<file path="src/rtl/pc_fetch_unit.sv">
// Program counter owner and single-issue fetch sequencer for the zepto core.
// Fetches over a req/ack handshake, issues to decode, commits next_pc on exec_done.
module pc_fetch_unit #(
    parameter int              PC_W     = 16,
    parameter int              INSTR_W  = 16,
    parameter logic [PC_W-1:0] RESET_PC = '0,
    parameter int              TIMEOUT  = 255
) (
    input  logic               clk,
    input  logic               rst,
    output logic [PC_W-1:0]    curr_pc,
    input  logic [PC_W-1:0]    next_pc,
    output logic               imem_req,
    output logic [PC_W-1:0]    imem_addr,
    input  logic               imem_ack,
    input  logic [INSTR_W-1:0] imem_rdata,
    output logic               instr_valid,
    input  logic               instr_ready,
    output logic [INSTR_W-1:0] instr,
    output logic [PC_W-1:0]    instr_pc,
    input  logic               exec_done,
    input  logic               halt_req,
    output logic               halted,
    output logic               fetch_err,
    output logic [15:0]        retired_count
);
    localparam int            TMO_W    = (TIMEOUT < 2) ? 1 : $clog2(TIMEOUT + 1);
    localparam logic [TMO_W-1:0] TMO_LAST = TMO_W'(TIMEOUT - 1);

    typedef enum logic [2:0] {BOOT, FETCH, ISSUE, EXEC, HALT, ERR} state_t;

    state_t           state;
    logic [TMO_W-1:0] tmo_cnt;

    always_ff @(posedge clk) begin
        if (rst) begin
            state         <= BOOT;
            curr_pc       <= RESET_PC;
            instr         <= '0;
            instr_pc      <= '0;
            retired_count <= '0;
            tmo_cnt       <= '0;
            fetch_err     <= 1'b0;
        end else begin
            case (state)
                BOOT:  state <= FETCH;
                FETCH: begin
                    // ack takes priority over a timeout expiring on the same cycle
                    if (imem_ack) begin
                        instr    <= imem_rdata;
                        instr_pc <= curr_pc;
                        tmo_cnt  <= '0;
                        state    <= ISSUE;
                    end else if (tmo_cnt == TMO_LAST) begin
                        fetch_err <= 1'b1;
                        state     <= ERR;
                    end else begin
                        tmo_cnt <= tmo_cnt + TMO_W'(1);
                    end
                end
                ISSUE: if (instr_ready) state <= EXEC;
                EXEC: begin
                    if (exec_done) begin
                        curr_pc       <= next_pc;
                        retired_count <= retired_count + 16'd1;
                        state         <= halt_req ? HALT : FETCH;
                    end
                end
                HALT:  if (!halt_req) state <= FETCH;
                ERR:   state <= ERR;
                default: state <= BOOT;
            endcase
        end
    end

    assign imem_req    = (state == FETCH);
    assign imem_addr   = curr_pc;
    assign instr_valid = (state == ISSUE);
    assign halted      = (state == HALT);
endmodule
</file>
<file path="config.mk">
export PLATFORM = sky130hd
export DESIGN_NAME = pc_fetch_unit
export DESIGN_NICKNAME = d
export VERILOG_FILES = /design/src/rtl/pc_fetch_unit.sv
export SDC_FILE = /design/constraint.sdc
export NUM_CORES = 1
export LEC_CHECK = 0
export CORE_MARGIN = 1.5
export CORE_UTILIZATION = 47
export DETAILED_ROUTE_END_ITERATION = 8
export PLACE_DENSITY = 0.95
export SYNTH_ARGS = -nofsm -noshare
export SYNTH_HDL_FRONTEND = slang
export SYNTH_SLANG_ARGS = --single-unit
</file>
<file path="constraint.sdc">
create_clock -name clk -period 5.2 [get_ports clk]
set_input_delay 1.56 -clock clk [delete_from_list [all_inputs] [get_ports clk]]
set_output_delay 1.56 -clock clk [all_outputs]
set_load 0.02 [all_outputs]
</file>
==> results of run 1 <==
kinds of logic after synthesis:
kind of cell / synth area share
adders and majority gates: 0.0117
xor gates and xnor gates: 0.0246
AOI/OAI and AO/OA: 0.150
DFF: 0.475
buffers and inverters: 0.0778
and+or+nand+nor: 0.261
path summary, 6_finish.rpt:
path	to	start	slack, ns
worst min-delay path	instr[15]	instr[15]	0.46
worst max register to register	instr_pc[8]	state[0]	2.78
worst max-delay path	imem_req	state[0]	1.58
worst min register to register	instr[15]	instr[15]	0.46
registers in the layout, indices dropped and copies added (netlist names):
| name | flops |
|---|---|
| state | 3 |
| retired_count | 16 |
| instr_pc | 16 |
| curr_pc | 16 |
| tmo_cnt | 8 |
| instr | 16 |
| fetch_err | 1 |
cells in the mapped netlist (2+ instances only):
| library cell | n |
|---|---|
| a21oi_1 | 61 |
| a22o_1 | 3 |
| a2bb2oi_1 | 2 |
| a31oi_1 | 4 |
| and3_1 | 2 |
| and4_1 | 3 |
| and4b_1 | 2 |
| buf_2 | 4 |
| buf_4 | 17 |
| clkbuf_1 | 16 |
| dfxtp_1 | 76 |
| ha_1 | 3 |
| inv_1 | 7 |
| nand2_1 | 110 |
| nand2b_1 | 2 |
| nand3_1 | 11 |
| nand4_1 | 8 |
| nor2_1 | 13 |
| nor2b_1 | 2 |
| nor3_1 | 3 |
| nor4_1 | 2 |
| o21ai_0 | 8 |
| or2_2 | 2 |
| or3_1 | 7 |
| xnor2_1 | 4 |
| xor2_1 | 5 |
power breakdown:
group	switching, mW	internal, mW	total [mW]
sequential	0.0159	0.596	0.612
clock	0.219	0.220	0.439
combinational	0.0809	0.0699	0.151
total	0.316	0.886	1.20
per-layer routing:
layer / vias up / wire, µm
li1: 1522 / -
met1: 1441 / 3280
met2: 120 / 4370
met3: 21 / 531
met4: 0 / 229
met5: - / 0
area by class of cell:
type	count	area (µm²)	area share
Clock buffer	9	124	0.0276
Clock inverter	7	66.3	0.0148
Inverter	7	26.3	0.00586
Multi-Input combinational cell	274	1430	0.319
Sequential cell	76	1520	0.339
Tap cell	77	96.3	0.0215
Timing Repair Buffer	123	1220	0.272
worst register-to-register path, stage by stage (launching register included):
cell and delay (ns):
dfxtp_1 0.56, nand3_1 0.28, inv_1 0.23, and2_1 0.92, nand2_1 0.16, a21oi_1 0.19
through the flow:
stage               setup WS (ns)  total power, mW  instance area, µm²  instances
global placement             1.61            0.772                4300        557
detailed placement           1.51            0.776                4300        557
global route                 1.41             1.26                4490        573
finish                       1.58             1.20                4490        573
floorplan                    2.49            0.709                3200        396
CTS                          1.58             1.21                4490        573
==> metrics.yaml, run 1 <==
dieArea_um2: 7320
cts-buffers-inserted: 9
crit_arrival_ns: 2.06
drc_errors: 11
routed-via-count: 3104
hpwl_um: 6000
grt_busiest_layer: "met2"
synthFlopType: "dfxtp_1"
clk_latency_ns: 0.35
path_depth: 3
ios: 122
layout_common_cells: "clkdlybuf4s50_1, nand2_1, dfxtp_1"
grt_pass1_wl_um: 13500
grt_setup_unrepaired: "no"
clock_tree.buffer_depth: 2
crit_type: "reg2out"
ir_drop_mv: 0.194
ant_nets: 0
hold_path_depth: 2
yosys.area.top_type: "dfxtp_1"
fillers: 517
r2r_cells: 5
clock_skew_ns: 0.00751
gp_congestion: 0.865
wire_per_inst_um: 14.7
overflow: 0
fmax_mhz: 276
synth_edf_count: 0
nNetsFinal: 532
ys_seq_elements: 76
n_antenna_cell: 0
synth_cells: 396
holdWs_ns: 0.456
ys_top_cells_by_area: "dfxtp_1, nand2_1, a21oi_1, buf_4, clkbuf_1"
yosysUniqueCellTypes: 45
tns_ns: 0
antenna_found_initial: 0
grt_pass1_vias: 2852
met2_usage: 0.412
cp_num_buf_inv: 2
die_x_um: 85.5
viasPerCell: 5.42
postCtsSetupRepairBufs: 0
synth_fp_nets: 437
path_cells: "nand3_1 -> inv_1 -> clkdlybuf4s50_1"
synth_area_um2: 3200
critPathSlowestCell: "clkdlybuf4s50_1"
die_height_um: 85.5
fin_crit_ns: 3.62
grt_use_met3: 0.0654
synth.avg_cell_area_um2: 8.09
tightest_slew_ns: 1.13
max-cap-violations: 0
htree_levels: 3
row_count: 29
crit_required_ns: 3.64
power_density_nw_per_um2: 268
maxSlewViolCount: 0
grt_max_degree: 48
final_common_cell: "clkdlybuf4s50_1"
failed_checks: "design-rule violations"
clk_pin_slew_ns: 0.08
syn_to_final_growth_pct: 40.1
finalCritPeriodShare: 0.696
cts-root-buf: "clkbuf_8"
path_max_fanout: 12
cp-start-kind: "register"
cp-end-kind: "primary output"
port_buffers: 121
final_core_util: 0.695
yosys.area.top_type_share: 0.475
routed_wl_um: 8410
grt_usage: 0.234
setup_viol: 0
first_pass_iters: 6
coreArea_um2: 6460
max_stage_delay_ns: 0.64
cts_resized: 0
cp_top_family: "buffers and inverters"
relSlewSlack: 0.243
drive_above_1_share: 0.0524
p_leak_nw: 1.53
hold_violations: 0
grt_use_met1: 0.266
hp-class: "reg2reg"
yosysWarnings: 0
clock-sinks: 76
synthArstFlopShare: 0
ys_seq_area_frac: 0.475
drtIter0Drc: 139
status: "complete, but fails checks"
initial_core_util: 0.496
ctsHoldBuffers: 0
cts_tree: "done"
(Power assumes the default switching activity.)
==> run 2, diff against run 1 <==
CORE_UTILIZATION = 44   (was 47)
PLACE_DENSITY = 0.9   (was 0.95)
clock period = 3.55 ns   (was 5.2 ns; I/O delays follow)
==> metrics.yaml, run 2 (same netlist as run 1, synthesis figures left out) <==
cp_top_family: "buffers and inverters"  # unchanged
viasPerCell: 5.22  # was 5.42
path_cells: "nand3_1 -> inv_1 -> clkdlybuf4s50_1"  # unchanged
n_antenna_cell: 0  # unchanged
ctsHoldBuffers: 0  # unchanged
routed_wl_um: 8470  # was 8410 µm
finalCritPeriodShare: 0.883
first_pass_iters: 4  # was 6
die_height_um: 88.3  # was 85.5 µm
crit_type: "reg2out"  # unchanged
layout_common_cells: "clkdlybuf4s50_1, nand2_1, dfxtp_1"  # unchanged
ant_nets: 0  # unchanged
fillers: 580  # was 517
wire_per_inst_um: 14.3  # was 14.7 µm
ir_drop_mv: 0.202  # was 0.194 mV
die_x_um: 88.3  # was 85.5 µm
cts-root-buf: "clkbuf_8"  # unchanged
grt_setup_unrepaired: "no"  # unchanged
final_common_cell: "clkdlybuf4s50_1"  # unchanged
initial_core_util: 0.464  # was 0.496
hp-class: "reg2reg"  # unchanged
maxSlewViolCount: 0  # unchanged
clk_latency_ns: 0.34  # was 0.35 ns
crit_required_ns: 2.48  # was 3.64 ns
regArea_um2: 1520  # unchanged
path_depth: 3  # unchanged
fin_crit_ns: 3.13
multiInputGateArea_um2: 1430  # unchanged
cts_tree: "done"  # unchanged
cp_num_buf_inv: 2  # unchanged
hold_path_depth: 2  # unchanged
tns_ns: 0  # unchanged
drive_above_1_share: 0.0562  # was 0.0524
met1_length_um: 3570  # was 3280 µm
cp-start-kind: "register"  # unchanged
clock-sinks: 76  # unchanged
status: "completed"  # was complete, but fails checks
cts_resized: 0  # unchanged
crit_arrival_ns: 2.07  # was 2.06 ns
p_leak_nw: 1.54  # was 1.53 nW
fin_area_um2: 4530  # was 4490 µm²
syn_to_final_growth_pct: 41.5  # was 40.1%
max-cap-violations: 0  # unchanged
hold_violations: 0  # unchanged
port_buffers: 121  # unchanged
wl_met2_um: 4320  # was 4370 µm
postCtsSetupRepairBufs: 0  # unchanged
overflow: 0  # unchanged
power_density_nw_per_um2: 387  # was 268 nW/µm²
gp_congestion: 0.877  # was 0.865
drtIter0Drc: 182  # was 139
placed_area_um2: 4340  # was 4300 µm²
grt_usage: 0.209  # was 0.234
cts-buffers-inserted: 9  # unchanged
fmax_mhz: 319
dieArea_um2: 7800  # was 7320 µm²
coreArea_um2: 6910  # was 6460 µm²
htree_levels: 3  # unchanged
critPathSlowestCell: "clkdlybuf4s50_1"  # unchanged
clock_skew_ns: 0.00829  # was 0.00751 ns
r2r_cells: 6  # was 5
tightest_slew_ns: 0.522  # was 1.13 ns
setup_viol: 0  # unchanged
clk_pin_slew_ns: 0.07  # was 0.08 ns
dr_wl_met3_um: 480  # was 531 µm
top_layer: "met4"  # unchanged
ios: 122  # unchanged
hpwl_um: 6090  # was 6000 µm
drc_errors: 0  # was 11
antenna_found_initial: 0  # unchanged
clock_tree.buffer_depth: 2  # unchanged
grt_max_degree: 52  # was 48
relSlewSlack: 0.649  # was 0.243
max_stage_delay_ns: 0.63  # was 0.64 ns
row_count: 30  # was 29
nNetsFinal: 535  # was 532
grt_pass1_wl_um: 12600  # was 13500 µm
grt_pass1_vias: 2686  # was 2852
cp-end-kind: "primary output"  # unchanged
path_max_fanout: 12  # unchanged
routed-via-count: 3098  # was 3104
run 2: changes by cell type in the layout (fill, tap and decap cells not counted), sizes merged:
cell    before  now
buf          3    6
clkinv       4    3
run 2: worst paths after layout:
path | slack, ns | startpoint | endpoint
min | 0.45 | instr[1] | instr[1]
max | 0.42 | state[0] | imem_req
min reg2reg | 0.45 | instr[1] | instr[1]
max reg2reg | 1.49 | state[0] | instr_pc[10]
run 2: stage by stage:
| step | power, mW | hold WS, ns | setup slack, ns | std cells | util |
|---|---|---|---|---|---|
| after detailed placement | 1.14 | 0.446 | 0.639 | 579 | 0.629 |
| after global placement | 1.14 | 0.441 | 0.719 | 579 | 0.629 |
| after floorplan | 1.04 | 0.483 | 1.34 | 396 | - |
| after CTS | 1.77 | 0.457 | 0.417 | 594 | 0.656 |
| final | 1.76 | 0.454 | 0.416 | 594 | 0.656 |
| after global routing | 1.82 | 0.469 | 0.289 | 594 | 0.656 |
run 2: final cells by class:
class | instances | share of cell area
clock buffers | 9 | 0.0273
multi-input cells | 274 | 0.316
flip-flops and latches | 76 | 0.336
repair buffers | 126 | 0.274
clock inverters | 6 | 0.0144
well taps | 96 | 0.0265
inverters | 7 | 0.00580
run 2: metal layers:
metal,up-vias,GRT usage
met3,9,0.0392
li1,1527,-
met4,0,0.0810
met5,-,0
met2,125,0.364
met1,1437,0.255
run 2: where the power goes:
group          total [mW]  switching (mW)  internal (mW)
clock network       0.636           0.314          0.322
registers           0.896          0.0233          0.873
logic               0.224           0.118          0.105
run 2: worst reg2reg max path, delay by kind of cell (launching register included):
kind	cells	cell delay (ns)
buffers and inverters	2	0.56
flip-flops	1	0.57
AND/OR/NAND/NOR	3	0.74
AO/OA/AOI/OAI	1	0.13
